<file path="config.mk">
export PLATFORM = sky130hd
export DESIGN_NAME = sprite_attr_table
export DESIGN_NICKNAME = d
export VERILOG_FILES = /design/src/rtl/spr_pkg.sv /design/src/rtl/sprite_attr_entry.sv /design/src/rtl/sprite_attr_table.sv
export SDC_FILE = /design/constraint.sdc
export NUM_CORES = 1
export LEC_CHECK = 0
export BUFFER_PORTS_ARGS = -buffer_cell sky130_fd_sc_hd__buf_2
export CAP_MARGIN = 40
export CORE_ASPECT_RATIO = 1.1
export CORE_MARGIN = 2
export CORE_UTILIZATION = 45
export CTS_CLUSTER_DIAMETER = 30
export DETAILED_ROUTE_END_ITERATION = 10
export GPL_TIMING_DRIVEN = 0
export PLACE_DENSITY = 0.67
export SYNTH_ARGS = -nofsm -noshare
export SYNTH_HDL_FRONTEND = slang
export SYNTH_SLANG_ARGS = --single-unit
</file>
<file path="constraint.sdc">
create_clock -name clk_25MHz -period 1.5 [get_ports clk_25MHz]
set_input_delay 0.225 -clock clk_25MHz [delete_from_list [all_inputs] [get_ports clk_25MHz]]
set_output_delay 0.225 -clock clk_25MHz [all_outputs]
set_load 0.05 [all_outputs]
</file>
<file path="src/rtl/spr_pkg.sv">
// rtl/spr_pkg.sv - field codes, default widths and the per-sprite attribute record
package spr_pkg;
  localparam int CORDW = 16;
  localparam int NSPR  = 4;
  localparam int VELW  = 8;

  localparam logic [1:0] FLD_X    = 2'd0;
  localparam logic [1:0] FLD_Y    = 2'd1;
  localparam logic [1:0] FLD_CTRL = 2'd2;
  localparam logic [1:0] FLD_VEL  = 2'd3;

  typedef struct packed {
    logic [VELW-1:0] vy;
    logic [VELW-1:0] vx;
  } spr_vel_t;

  typedef struct packed {
    logic [CORDW-1:0] x;
    logic [CORDW-1:0] y;
    logic             en;
    spr_vel_t         vel;
  } spr_attr_t;

  function automatic logic [CORDW-1:0] sext_vel(input logic [VELW-1:0] v);
    return {{(CORDW-VELW){v[VELW-1]}}, v};
  endfunction
endpackage

</file>
<file path="src/rtl/sprite_attr_entry.sv">
// rtl/sprite_attr_entry.sv - one sprite's shadow/active registers; SPR_AUTO_MOVE_EN adds velocity motion
module sprite_attr_entry
  import spr_pkg::*;
(
  input  logic             clk_25MHz,
  input  logic             btn_rst_n,
  input  logic             frame,
  input  logic             commit,
  input  logic             wr_en,
  input  logic [1:0]       wr_field,
  input  logic [CORDW-1:0] wr_data,
  output logic [CORDW-1:0] spr_x,
  output logic [CORDW-1:0] spr_y,
  output logic             spr_en
);
`ifdef SPR_AUTO_MOVE_EN
  localparam bit AUTO_MOVE = 1'b1;
`else
  localparam bit AUTO_MOVE = 1'b0;
`endif

  spr_attr_t shd;
  spr_attr_t act;

  // Commit reads the pre-write shadow, so a same-cycle write waits for the next commit.
  always_ff @(posedge clk_25MHz or negedge btn_rst_n) begin
    if (!btn_rst_n) begin
      shd <= '0;
      act <= '0;
    end else begin
      if (wr_en) begin
        case (wr_field)
          FLD_X:    shd.x  <= wr_data;
          FLD_Y:    shd.y  <= wr_data;
          FLD_CTRL: shd.en <= wr_data[0];
          default:  if (AUTO_MOVE) shd.vel <= wr_data[2*VELW-1:0];
        endcase
      end
      if (commit) begin
        act <= shd;
      end else if (AUTO_MOVE && frame && act.en) begin
        act.x <= act.x + sext_vel(act.vel.vx);
        act.y <= act.y + sext_vel(act.vel.vy);
      end
    end
  end

  assign spr_x  = act.x;
  assign spr_y  = act.y;
  assign spr_en = act.en;
endmodule

</file>
<file path="src/rtl/sprite_attr_table.sv">
// rtl/sprite_attr_table.sv - frame-synchronised sprite attribute table; SPR_AUTO_MOVE_EN enables motion
module sprite_attr_table #(
  parameter int NSPR  = spr_pkg::NSPR,
  parameter int CORDW = spr_pkg::CORDW,
  parameter int IDXW  = (NSPR > 1) ? $clog2(NSPR) : 1
) (
  input  logic              clk_25MHz,
  input  logic              btn_rst_n,
  input  logic              frame,
  input  logic              wr_en,
  input  logic [IDXW-1:0]   wr_idx,
  input  logic [1:0]        wr_field,
  input  logic [CORDW-1:0]  wr_data,
  input  logic              commit_req,
  output logic              commit_pending,
  output logic [NSPR*CORDW-1:0] spr_x,
  output logic [NSPR*CORDW-1:0] spr_y,
  output logic [NSPR-1:0]   spr_en,
  output logic [15:0]       frame_cnt
);
  import spr_pkg::*;

  typedef enum logic {IDLE, ARMED} state_t;
  state_t state;
  logic   do_commit;

  assign do_commit = frame && (state == ARMED);

  // A request arriving with frame while idle arms for the following frame.
  always_ff @(posedge clk_25MHz or negedge btn_rst_n) begin
    if (!btn_rst_n) begin
      state          <= IDLE;
      commit_pending <= 1'b0;
      frame_cnt      <= '0;
    end else begin
      if (frame) frame_cnt <= frame_cnt + 16'd1;
      case (state)
        IDLE: if (commit_req) begin
          state          <= ARMED;
          commit_pending <= 1'b1;
        end
        ARMED: if (frame) begin
          state          <= IDLE;
          commit_pending <= 1'b0;
        end
        default: state <= IDLE;
      endcase
    end
  end

  for (genvar i = 0; i < NSPR; i++) begin : g_spr
    logic hit;
    assign hit = wr_en && (wr_idx == IDXW'(i));

    sprite_attr_entry u_entry (
      .clk_25MHz (clk_25MHz),
      .btn_rst_n (btn_rst_n),
      .frame     (frame),
      .commit    (do_commit),
      .wr_en     (hit),
      .wr_field  (wr_field),
      .wr_data   (wr_data),
      .spr_x     (spr_x[i*CORDW +: CORDW]),
      .spr_y     (spr_y[i*CORDW +: CORDW]),
      .spr_en    (spr_en[i])
    );
  end
endmodule

</file>
==> run summary, run 1 <==
================================================================================
Run status ........................................................ finished, violations left
Violations in the final reports ...................................  hold timing
Maximum vdd drop ..................................................      1.67 mV
Area share of the largest cell type after synthesis ...............        65.3%
Num rows ..........................................................           59
Crit path buf inv count ...........................................            1
Post-DRT Antenna Nets .............................................            0
Number of global-route vias before repair .........................         6436
Fraction of layout instances using a drive strength above 1 .......        63.3%
Share of synthesized registers carrying an async set or reset .....         100%
Gate Count Post-Synth .............................................          646
Register bit count reported by yosys ..............................          282
Number of antenna repair diodes ...................................            0
Number of antenna violations at the first check in global routing .            0
Area of the die ...................................................  25300 sq um
Number of ports placed on the die boundary ........................          174
Setup repair after global routing missed its margin ...............          yes
Core area .........................................................  23600 sq um
Cell Count Post-Placement .........................................         1125
Max incr delay on CP ..............................................      0.55 ns
Total CTS buffers .................................................           50
Maximum number of pins on one net before global-route repair ......          120
Latest clock arrival within the worst-skew pair ...................      0.53 ns
Achievable Freq ...................................................      683 MHz
Via count .........................................................         6134
DPL Wire Length ...................................................      15.3 mm
Share of the clock period used by the worst path ..................        97.6%
Total of max-cap violations .......................................            0
Storage element area ..............................................   7070 sq um
Final Hold Violating Endpoints ....................................           66
Part of the Yosys area used for sequential elements ...............        65.3%
Largest cells by area after synthesis ............................. sky130_fd_sc_hd__dfrtp_1 65%, sky130_fd_sc_hd__mux2_2 26%, sky130_fd_sc_hd__mux2_4 2.8%
DR pass1 iterations ...............................................            4
Final-report setup violation count ................................            0
Die span in y .....................................................       167 um
Critical path's slowest cell ...................................... sky130_fd_sc_hd__or4_4
Non-filler instance count after layout ............................         1224
Setup crit end kind ...............................................     register
Cell area after synthesis .........................................  10800 sq um
Yosys Warn Count ..................................................           64
CTS Root Buffer Type .............................................. sky130_fd_sc_hd__clkbuf_16
Post-Synthesis Net Count ..........................................          672
Clock transition at the registers of the reported paths ...........      0.05 ns
Worst Path Required ...............................................      1.95 ns
Category of the most critical setup path ..........................      reg2reg
Global-route wire length before repair ............................      36.9 mm
Total number of H-tree levels .....................................            2
Lkg Pwr ...........................................................      6.77 nW
Critical-path maximum fanout ......................................            5
Post-CTS Hold Buffers .............................................            3
# DRC .............................................................            0
Per-instance average area after synthesis .........................   16.7 sq um
Time the worst path needs with I/O delays and setup ...............      1.46 ns
Crit start category ...............................................     register
Post-detailed-routing wire length .................................      23.5 mm
Worst path cell trace ............................................. ha_4 > inv_2 > or4_4 > nor2_4 > xor2_2
Number of sinks handled by clock tree synthesis ...................          282
Quantity of I/O buffers inserted on ports .........................          172
Maximum clock skew at final layout ................................   0.00950 ns
Post-synth EDFFs ..................................................            0
Count of distinct cell types in the synthesized netlist ...........           30
Finished Core Util ................................................        59.9%
Kind of cell with the highest combined delay on the critical path . simple AND/OR/NAND/NOR gates
Max-slew headroom at the worst pin ................................        56.4%
GRT Total Usage ...................................................        19.0%
Starting Density ..................................................        45.8%
Clock tree from TritonCTS .........................................        built
Syn-to-layout area delta ..........................................        30.9%
Main flop type after synthesis .................................... sky130_fd_sc_hd__dfrtp_1
Critical Path AT ..................................................      1.91 ns
HP Class ..........................................................     in2async
Total area of multi-input combinational cells .....................   3550 sq um
Number of filler instances in the final layout ....................         1863
Deepest clock path buffer count ...................................            3
Total power divided by cell area .................................. 2390 nW/um^2
Global route overflow .............................................            0
Horizontal die dimension ..........................................       152 um
Cell type with the highest aggregate area in the netlist .......... sky130_fd_sc_hd__dfrtp_1
Final Slew Violations .............................................            0
Drt initial violations ............................................          215
Layout net count ..................................................          906
Transition time of the tightest slew-check pin ....................     0.653 ns
Routed length per instance ........................................      19.2 um
Via count normalized by instance count ............................         5.01
Post-route worst hold slack .......................................    -0.360 ns
Global placer's final weighted congestion .........................        0.737
================================================================================
cell families after synthesis:
logic type | count (synthesis) | synth area share (%)
DFF | 282 | 65.3
muxes | 265 | 28.3
and+or+nand+nor | 46 | 2.63
buffers and inverters | 35 | 2.32
xor gates and xnor gates | 15 | 1.22
AOI/OAI and AO/OA | 2 | 0.127
adders and majority gates | 1 | 0.116
final cells by class:
cell class | count | share of cell area (%)
sequential | 282 | 50.0
multi-input combinational | 329 | 25.1
clock buffer | 67 | 10.2
timing repair buffer | 182 | 7.09
clock inverter | 24 | 2.97
tap | 305 | 2.70
buffer | 31 | 1.88
inverter | 4 | 0.106
cell usage after synthesis (all sizes together) (2+ instances only):
cell type,number
dfrtp,282
nand3,2
nand2,10
nand4,6
nor2,13
nand2b,4
xor2,5
mux2,265
inv,4
xnor2,10
nand3b,3
buf,30
nor3,2
repair_timing:
action                                  4_1_cts  5_1_grt
endpoints found under the hold margin        71       66
resized for setup                            13       10
pin swaps                                     3        1
endpoints found under the setup margin      109        7
buffers inserted                              3        2
routing by layer:
| layer | vias up | wire, um | track usage [%] |
|---|---|---|---|
| met3 | 33 | 1730 | 5.67 |
| met1 | 3165 | 10200 | 25.8 |
| met5 | - | 0 | 0 |
| met4 | 0 | 386 | 4.91 |
| li1 | 2751 | - | - |
| met2 | 185 | 11200 | 30.0 |
placed cells by master (no fill, tap or decap), drive strengths merged:
cell type / instances
and2: 1
and3: 1
and4: 1
buf: 207
bufinv: 11
clkbuf: 70
clkinv: 7
clkinvlp: 4
dfrtp: 282
dlygate4sd3: 3
ha: 1
inv: 6
mux2: 265
nand2: 10
nand2b: 4
nand3: 2
nand3b: 3
nand4: 6
nor2: 13
nor3: 2
nor3b: 1
nor4: 1
o21a: 1
o22ai: 1
or4: 1
xnor2: 10
xor2: 5
sequential cells by signal (all words and copies together), names as in the netlist:
register / count
state: 1
g_spr.u_entry.spr_x: 64
g_spr.u_entry.shd: 132
g_spr.u_entry.spr_en: 4
frame_cnt: 16
commit_pending: 1
g_spr.u_entry.spr_y: 64
worst paths after layout:
| check | to | startpoint | depth (start not counted) | slack, ns |
|---|---|---|---|---|
| max | frame_cnt[12]$_DFFE_PN0P_ | frame_cnt[1]$_DFFE_PN0P_ | 5 | 0.04 |
| min | frame_cnt[12]$_DFFE_PN0P_ | btn_rst_n | 1 | -0.36 |
| max reg2reg | frame_cnt[12]$_DFFE_PN0P_ | frame_cnt[1]$_DFFE_PN0P_ | 5 | 0.04 |
| min reg2reg | frame_cnt[15]$_DFFE_PN0P_ | frame_cnt[15]$_DFFE_PN0P_ | 1 | 0.47 |
| max in group asynchronous | g_spr[1].u_entry.spr_y[4]$_DFFE_PN0P_ | btn_rst_n | 3 | 0.48 |
| min in group clk_25MHz | g_spr[0].u_entry.shd[32]$_DFFE_PN0P_ | wr_data[15] | 2 | 0.07 |
power breakdown:
group / total, mW / switching (mW) / leakage (nW) / internal, mW
clock: 12.2 / 3.66 / 0.899 / 8.59
sequential: 11.2 / 1.24 / 3.46 / 9.97
combinational: 10.4 / 7.25 / 2.41 / 3.14
total: 33.9 / 12.2 / 6.77 / 21.7
per-stage QoR:
stage               setup TNS [ns]  setup slack, ns  area (sq um)  power (mW)
detailed placement          -44.86           -0.355         12100        21.7
floorplan                   -0.238           -0.115         10800        18.9
finish                           0           0.0362         14100        33.9
global placement          -1440.85            -5.50         12100        21.5
global route               -0.0164          -0.0137         14100        35.4
CTS                              0          0.00315         14100        34.2
Power figures use the tool's default switching activity.
==> inputs of run 2 (changes only) <==
ABC_AREA = 1   (was not set)
==> run summary, run 2 <==
================================================================================
Cell area reported after detailed placement .......................  12000 sq um   was 12100 sq um
Num rows ..........................................................           59   unchanged
Die span in y .....................................................       165 um   was 167 um
Number of sinks handled by clock tree synthesis ...................          282   unchanged
Critical-path maximum fanout ......................................            5   unchanged
Share of the clock period used by the worst path ..................        97.8%   was 97.6%
# DRC .............................................................            0   unchanged
Non-filler instance count after layout ............................         1723   was 1224
Max incr delay on CP ..............................................      0.42 ns   was 0.55 ns
Most used cells in the layout excluding fill and tap cells ........ 533 x sky130_fd_sc_hd__nand2_1, 276 x sky130_fd_sc_hd__dfrtp_1, 185 x sky130_fd_sc_hd__buf_2, 151 x sky130_fd_sc_hd__o21ai_0, 59 x sky130_fd_sc_hd__inv_1   was 272 x sky130_fd_sc_hd__dfrtp_1, 245 x sky130_fd_sc_hd__mux2_2, 174 x sky130_fd_sc_hd__buf_2, 53 x sky130_fd_sc_hd__clkbuf_16
Crit path buf inv count ...........................................            1   unchanged
Starting Density ..................................................        45.3%   was 45.8%
Finished Core Util ................................................        59.2%   was 59.9%
Main flop type after synthesis .................................... sky130_fd_sc_hd__dfrtp_1   unchanged
Number of antenna violations at the first check in global routing .            3   was 0
Via count .........................................................         8412   was 6134
Part of the Yosys area used for sequential elements ...............        66.3%   was 65.3%
Area share of the largest cell type after synthesis ...............        66.3%   was 65.3%
Clock transition at the registers of the reported paths ...........      0.05 ns   about the same
HP Class ..........................................................     in2async   unchanged
Post-detailed-routing wire length .................................      28.4 mm   was 23.5 mm
Maximum clock skew at final layout ................................    0.0123 ns   was 0.00950 ns
Post-DRT Antenna Nets .............................................            0   unchanged
Kind of cell with the highest combined delay on the critical path .   flip-flops   was simple AND/OR/NAND/NOR gates
Transition time of the tightest slew-check pin ....................     0.860 ns   was 0.653 ns
Register with the most flip-flops ................................. g_spr.u_entry.shd   unchanged
Total number of H-tree levels .....................................            2   unchanged
Total power divided by cell area .................................. 2160 nW/um^2   was 2390 nW/um^2
Worst Path Required ...............................................      1.27 ns   was 1.95 ns
Final-report setup violation count ................................            0   unchanged
Switching share of power ..........................................        36.8%   was 35.9%
Clock network power share .........................................        38.0%   was 36.2%
Horizontal die dimension ..........................................       151 um   was 152 um
Share of power burned in combinational logic ......................        26.6%   was 30.7%
Post-Synthesis Net Count ..........................................         1161   was 672
Fraction of layout instances using a drive strength above 1 .......        21.9%   was 63.3%
Most common library cell in the layout ignoring fill and taps ..... sky130_fd_sc_hd__nand2_1   was sky130_fd_sc_hd__dfrtp_1
Final design area excluding fillers ...............................  13900 sq um   was 14100 sq um
Worst path cell trace .............................................        buf_2   was ha_4 > inv_2 > or4_4 > nor2_4 > xor2_2
Global-route wire length before repair ............................      44.8 mm   was 36.9 mm
Cell type with the highest aggregate area in the netlist .......... sky130_fd_sc_hd__dfrtp_1   unchanged
Total of max-cap violations .......................................            0   unchanged
Global route overflow .............................................            0   unchanged
Library cell with the highest instance count after synthesis ...... sky130_fd_sc_hd__nand2_1   was sky130_fd_sc_hd__dfrtp_1
DPL Wire Length ...................................................      18.5 mm   was 15.3 mm
Post-CTS Hold Buffers .............................................           18   was 3
Count of distinct cell types in the synthesized netlist ...........           22   was 30
Clock tree from TritonCTS .........................................        built   unchanged
Time the worst path needs with I/O delays and setup ...............      1.47 ns   was 1.46 ns
Via count normalized by instance count ............................         4.88   was 5.01
Run status ........................................................ finished, violations left   unchanged
GRT Total Usage ...................................................        23.4%   was 19.0%
Largest cells by area after synthesis ............................. sky130_fd_sc_hd__dfrtp_1 66%, sky130_fd_sc_hd__nand2_1 19%, sky130_fd_sc_hd__o21ai_0 7.1%   was sky130_fd_sc_hd__dfrtp_1 65%, sky130_fd_sc_hd__mux2_2 26%, sky130_fd_sc_hd__mux2_4 2.8%
Global placer's final weighted congestion .........................        0.797   was 0.737
Leading cell types by count after synthesis ....................... 533 x sky130_fd_sc_hd__nand2_1, 282 x sky130_fd_sc_hd__dfrtp_1, 151 x sky130_fd_sc_hd__o21ai_0   was 282 x sky130_fd_sc_hd__dfrtp_1, 245 x sky130_fd_sc_hd__mux2_2, 20 x sky130_fd_sc_hd__mux2_4
Lkg Pwr ...........................................................      7.45 nW   was 6.77 nW
Number of flip-flops under the largest register name ..............          132   unchanged
Core area .........................................................  23500 sq um   was 23600 sq um
Maximum number of pins on one net before global-route repair ......          117   was 120
Net switching power figure ........................................      11.0 mW   was 12.2 mW
DR pass1 iterations ...............................................            6   was 4
Routed length per instance ........................................      16.5 um   was 19.2 um
Internal power component ..........................................      18.9 mW   was 21.7 mW
Max-slew headroom at the worst pin ................................        42.7%   was 56.4%
CTS Root Buffer Type .............................................. sky130_fd_sc_hd__clkbuf_16   unchanged
Number of ports placed on the die boundary ........................          174   unchanged
Deepest clock path buffer count ...................................            3   unchanged
Critical path's slowest cell ...................................... sky130_fd_sc_hd__dfrtp_1   was sky130_fd_sc_hd__or4_4
Quantity of I/O buffers inserted on ports .........................          172   unchanged
Gate Count Post-Synth .............................................         1135   was 646
Cell Count Post-Placement .........................................         1614   was 1125
Per-instance average area after synthesis .........................   9.38 sq um   was 16.7 sq um
Area of the die ...................................................  24900 sq um   was 25300 sq um
Yosys Warn Count ..................................................           64   unchanged
Cell area after synthesis .........................................  10600 sq um   was 10800 sq um
Register bit count reported by yosys ..............................          282   unchanged
Final Hold Violating Endpoints ....................................          115   was 66
Category of the most critical setup path ..........................      reg2out   was reg2reg
Post-synth EDFFs ..................................................            0   unchanged
Final Slew Violations .............................................            0   unchanged
Portion of total power attributed to sequential cells .............        35.4%   was 33.1%
Maximum vdd drop ..................................................      1.24 mV   was 1.67 mV
Syn-to-layout area delta ..........................................        30.6%   was 30.9%
Layout net count ..................................................         1405   was 906
Violations in the final reports ...................................  hold timing   unchanged
Setup repair after global routing missed its margin ...............           no   was yes
Critical Path AT ..................................................      1.24 ns   was 1.91 ns
Drt initial violations ............................................          425   was 215
Number of global-route vias before repair .........................         8463   was 6436
Post-route worst hold slack .......................................    -0.215 ns   was -0.360 ns
Achievable Freq ...................................................      681 MHz   was 683 MHz
Setup crit end kind ...............................................  output port   was register
Latest clock arrival within the worst-skew pair ...................      0.53 ns   about the same
Number of filler instances in the final layout ....................         2051   was 1863
Crit start category ...............................................     register   unchanged
Total design power ................................................      30.0 mW   was 33.9 mW
Share of synthesized registers carrying an async set or reset .....         100%   unchanged
Total CTS buffers .................................................           50   unchanged
================================================================================
==> run 2: cell count changes after synthesis, sizes merged, moves of 3 or more <==
cell,change
nor2,+3
nand2,+524
o21ai,+151
clkbuf,+19
nand2b,-4
xnor2,-6
nand3,+11
buf,+7
inv,+56
mux2,-265
nand3b,-3
==> run 2: cells by family (layout without fill, tap and decap cells) <==
| kind of cell | count (synthesis) | count (layout) | share of synthesized area, % |
|---|---|---|---|
| simple gates | 572 | 572 | 20.8 |
| flops | 282 | 282 | 66.3 |
| compound gates | 156 | 156 | 7.39 |
| buf+inv | 117 | 399 | 4.84 |
| xor+xnor | 7 | 7 | 0.576 |
| fa+ha+maj | 1 | 1 | 0.118 |
| other cells | 0 | 1 | 0 |
==> run 2: cell type report <==
type                       instances  area, sq um  area share (%)
tap                              305          382            2.75
sequential                       282         7060            50.8
antenna                            1         2.50          0.0180
clock buffer                      64         1400            10.0
buffer                            57          303            2.18
inverter                          60          225            1.62
clock inverter                    26          320            2.31
multi-input combinational        736         3080            22.1
timing repair buffer             192         1130            8.11
==> run 2: metrics by stage <==
step | setup WS (ns) | TNS [ns]
after floorplan | 0.000695 | 0
after global placement | -5.44 | -1394.29
after detailed placement | -0.220 | -16.32
after CTS | 0.00631 | 0
after global routing | 0.00156 | 0
final | 0.0326 | 0
==> run 2: final timing paths <==
check | startpoint | endpoint | slack, ns | cells after the start
max | frame_cnt[11]$_DFFE_PN0P_ | frame_cnt[11] | 0.03 | 1
min | btn_rst_n | frame_cnt[5]$_DFFE_PN0P_ | -0.21 | 1
max reg2reg | state$_DFF_PN0_ | g_spr[1].u_entry.spr_x[8]$_DFFE_PN0P_ | 0.13 | 5
min reg2reg | g_spr[0].u_entry.shd[35]$_DFFE_PN0P_ | g_spr[0].u_entry.spr_x[2]$_DFFE_PN0P_ | 0.47 | 2
max in group asynchronous | btn_rst_n | g_spr[1].u_entry.spr_y[7]$_DFFE_PN0P_ | 0.42 | 3
min in group clk_25MHz | frame | frame_cnt[1]$_DFFE_PN0P_ | 0.05 | 4
==> run 2: timing repair <==
action / 4_1_cts / 5_1_grt
setup buffers: 0 / 0
resized for setup: 0 / 22
endpoints found under the hold margin: 137 / 115
endpoints found under the setup margin: 0 / 99
==> run 2: power by group through the flow <==
stage | registers (mW) | logic [mW] | clock network [mW]
6_report | 10.6 | 7.97 | 11.4
5_1_grt | 10.8 | 8.64 | 11.9
4_1_cts | 10.6 | 8.03 | 11.5
3_5_place_dp | 10.7 | 7.94 | 0
3_3_place_gp | 10.7 | 7.81 | 0
2_1_floorplan | 14.4 | 1.98 | 0
==> run 2: routing by layer <==
metal	routed length, um	part of all wire, %	GRT usage [%]
met4	927	3.3	8.58
met2	13500	47	38.1
met5	20	0.070	0
met1	12300	43	31.0
met3	1750	6.2	5.22
==> inputs of run 3 (changes only) <==
ABC_AREA = not set   (was 1)
clock period = 1.2 ns   (was 1.5 ns; I/O delays follow)
==> run summary, run 3 (synthesis gave the netlist of run 1 again) <==
================================================================================
Final Hold Violating Endpoints ....................................          107   was 115
Post-DRT Antenna Nets .............................................            0   unchanged
Crit path buf inv count ...........................................            0   was 1
Clock transition at the registers of the reported paths ...........      0.05 ns   about the same
Internal power component ..........................................      31.3 mW   was 18.9 mW
Via count .........................................................         6712   was 8412
Syn-to-layout area delta ..........................................        54.0%   was 30.6%
Fraction of layout instances using a drive strength above 1 .......        68.1%   was 21.9%
Worst path cell trace ............................................. nand4_1 > or4_4 > nor2_4 > xor2_1   was buf_2
Number of antenna repair diodes ...................................            0   was 1
Number of ports placed on the die boundary ........................          174   unchanged
Setup TNS Final ...................................................    -29.84 ns   was 0 ns
Drt initial violations ............................................          250   was 425
Share of power burned in combinational logic ......................        38.2%   was 26.6%
Total area of multi-input combinational cells .....................   3940 sq um   was 3080 sq um
Die span in y .....................................................       167 um   was 165 um
Latest clock arrival within the worst-skew pair ...................      0.55 ns   was 0.53 ns
Non-filler instance count after layout ............................         1342   was 1723
Run status ........................................................ finished, violations left   unchanged
GRT Total Usage ...................................................        20.6%   was 23.4%
Category of the most critical setup path ..........................      reg2reg   was reg2out
Global route overflow .............................................            0   unchanged
Violations in the final reports ................................... hold timing, setup timing   was hold timing
Routed length per instance ........................................      20.7 um   was 16.5 um
Transition time of the tightest slew-check pin ....................     0.642 ns   was 0.860 ns
Post-CTS Hold Buffers .............................................            4   was 18
Achievable Freq ...................................................      675 MHz
Number of sinks handled by clock tree synthesis ...................          282   unchanged
Global placer's final weighted congestion .........................        0.752   was 0.797
Final-report setup violation count ................................          287   was 0
Num rows ..........................................................           59   unchanged
Starting Density ..................................................        45.8%   was 45.3%
Total design power ................................................      48.4 mW   was 30.0 mW
Max-slew headroom at the worst pin ................................        57.2%   was 42.7%
Post-detailed-routing wire length .................................      27.8 mm   was 28.4 mm
Share of the clock period used by the worst path ..................         123%
Cell Count Post-Placement .........................................         1125   was 1614
Total power divided by cell area .................................. 2910 nW/um^2   was 2160 nW/um^2
# DRC .............................................................            0   unchanged
Kind of cell with the highest combined delay on the critical path . simple AND/OR/NAND/NOR gates   was flip-flops
Worst flop-to-flop path endpoint .................................. frame_cnt[12]$_DFFE_PN0P_   was g_spr[1].u_entry.spr_x[8]$_DFFE_PN0P_
Register with the most flip-flops ................................. g_spr.u_entry.shd   unchanged
DR pass1 iterations ...............................................            4   was 6
Depth of the most critical reg-to-reg path ........................            4   was 5
Area of the die ...................................................  25300 sq um   was 24900 sq um
Storage element area ..............................................   7070 sq um   was 7060 sq um
Final Slew Violations .............................................            0   unchanged
Layout net count ..................................................         1020   was 1405
Most common library cell in the layout ignoring fill and taps ..... sky130_fd_sc_hd__dfrtp_1   was sky130_fd_sc_hd__nand2_1
Critical-path maximum fanout ......................................            4   was 5
Worst setup slack before clock tree synthesis .....................    -0.431 ns   was -0.220 ns
Number of filler instances in the final layout ....................         1527   was 2051
Total of max-cap violations .......................................            0   unchanged
Via count normalized by instance count ............................         5.00   was 4.88
Number of global-route vias before repair .........................         7117   was 8463
Post-route worst hold slack .......................................    -0.432 ns   was -0.215 ns
Deepest clock path buffer count ...................................            3   unchanged
Net switching power figure ........................................      17.0 mW   was 11.0 mW
Cell area reported after detailed placement .......................  12500 sq um   was 12000 sq um
Final design area excluding fillers ...............................  16600 sq um   was 13900 sq um
Most used cells in the layout excluding fill and tap cells ........ 270 x sky130_fd_sc_hd__dfrtp_1, 160 x sky130_fd_sc_hd__mux2_2, 159 x sky130_fd_sc_hd__buf_6, 105 x sky130_fd_sc_hd__mux2_4, 103 x sky130_fd_sc_hd__buf_4   was 533 x sky130_fd_sc_hd__nand2_1, 276 x sky130_fd_sc_hd__dfrtp_1, 185 x sky130_fd_sc_hd__buf_2, 151 x sky130_fd_sc_hd__o21ai_0, 59 x sky130_fd_sc_hd__inv_1
CTS Root Buffer Type .............................................. sky130_fd_sc_hd__clkbuf_16   unchanged
Portion of total power attributed to sequential cells .............        30.1%   was 35.4%
Quantity of I/O buffers inserted on ports .........................          172   unchanged
Critical path's slowest cell ...................................... sky130_fd_sc_hd__or4_4   was sky130_fd_sc_hd__dfrtp_1
Number of antenna violations at the first check in global routing .            0   was 3
Worst reg2reg path startpoint ..................................... frame_cnt[3]$_DFFE_PN0P_   was state$_DFF_PN0_
Maximum clock skew at final layout ................................    0.0177 ns   was 0.0123 ns
Worst Path Required ...............................................      1.67 ns   was 1.27 ns
Time the worst path needs with I/O delays and setup ...............      1.48 ns
Critical Path AT ..................................................      1.95 ns   was 1.24 ns
Total number of H-tree levels .....................................            2   unchanged
Core area .........................................................  23600 sq um   was 23500 sq um
Setup repair after global routing missed its margin ...............          yes   was no
Clock tree from TritonCTS .........................................        built   unchanged
Max incr delay on CP ..............................................      0.59 ns   was 0.42 ns
Crit start category ...............................................     register   unchanged
Post-route worst setup slack ......................................    -0.281 ns   was 0.0326 ns
Register-to-register setup slack ..................................     -0.28 ns   was 0.13 ns
HP Class ..........................................................     in2async   unchanged
Total CTS buffers .................................................           56   was 50
DPL Wire Length ...................................................      15.5 mm   was 18.5 mm
Switching share of power ..........................................        35.2%   was 36.8%
Maximum vdd drop ..................................................      1.62 mV   was 1.24 mV
Horizontal die dimension ..........................................       152 um   was 151 um
Maximum number of pins on one net before global-route repair ......          120   was 117
Global-route wire length before repair ............................      40.2 mm   was 44.8 mm
Lkg Pwr ...........................................................      8.09 nW   was 7.45 nW
Clock network power share .........................................        31.7%   was 38.0%
Number of flip-flops under the largest register name ..............          132   unchanged
Setup crit end kind ...............................................     register   was output port
================================================================================
==> run 3: cell count changes in the layout (fill, tap and decap cells not counted), sizes merged, moves of 4 or more <==
| cell | previous run | this run |
|---|---|---|
| xnor2 | 4 | 10 |
| o21ai | 151 | 0 |
| inv | 65 | 6 |
| nand2b | 0 | 4 |
| buf | 205 | 306 |
| mux2 | 0 | 265 |
| clkinv | 8 | 14 |
| nand2 | 534 | 11 |
| nand3 | 13 | 2 |
| dlygate4sd3 | 18 | 4 |
| clkbuf | 90 | 81 |
==> run 3: worst max path at each step <==
stage | start | endpoint | depth (start not counted)
floorplan | frame_cnt[0]$_DFFE_PN0P_ | frame_cnt[12]$_DFFE_PN0P_ | 5
global placement | btn_rst_n | frame_cnt[0]$_DFFE_PN0P_ | 1
detailed placement | btn_rst_n | frame_cnt[0]$_DFFE_PN0P_ | 3
CTS | frame_cnt[0]$_DFFE_PN0P_ | frame_cnt[12]$_DFFE_PN0P_ | 5
global route | frame_cnt[3]$_DFFE_PN0P_ | frame_cnt[12]$_DFFE_PN0P_ | 4
finish | frame_cnt[3]$_DFFE_PN0P_ | frame_cnt[12]$_DFFE_PN0P_ | 4
==> run 3: cell type report <==
class	count	share of cell area [%]
Timing Repair Buffer	290	17.6
Inverter	4	0.0902
Multi-Input combinational cell	330	23.6
Sequential cell	282	42.5
Clock inverter	30	2.14
Tap cell	305	2.29
Clock buffer	71	9.25
Buffer	30	2.48
==> run 3: metal layers <==
layer,GRT usage (%),vias to the layer above,wire (um)
li1,-,2983,-
met1,26.8,3488,11800
met2,32.8,189,13500
met3,6.58,52,1770
met4,6.68,0,703
met5,0,-,0
==> run 3: power by group through the flow <==
stage | Combinational, mW | Sequential (mW) | Clock, mW
2_1_floorplan | 3.88 | 20.4 | 0
3_3_place_gp | 13.3 | 14.1 | 0
3_5_place_dp | 13.5 | 14.2 | 0
4_1_cts | 17.0 | 14.5 | 15.5
5_1_grt | 19.2 | 14.9 | 16.1
6_report | 18.5 | 14.6 | 15.3
==> run 3: metrics by stage <==
step / hold slack (ns) / utilization, %
floorplan: -0.116 / -
global placement: 0.407 / 52.5
detailed placement: 0.117 / 52.8
CTS: -0.447 / 67.2
global route: -0.418 / 70.5
finish: -0.432 / 70.5
==> run 3: timing repair <==
action	CTS	global route
setup endpoints to repair	288	379
pin swaps	12	14
gates cloned	0	10
hold endpoints to repair	60	52
resized for setup	339	43
buffers inserted	50	54
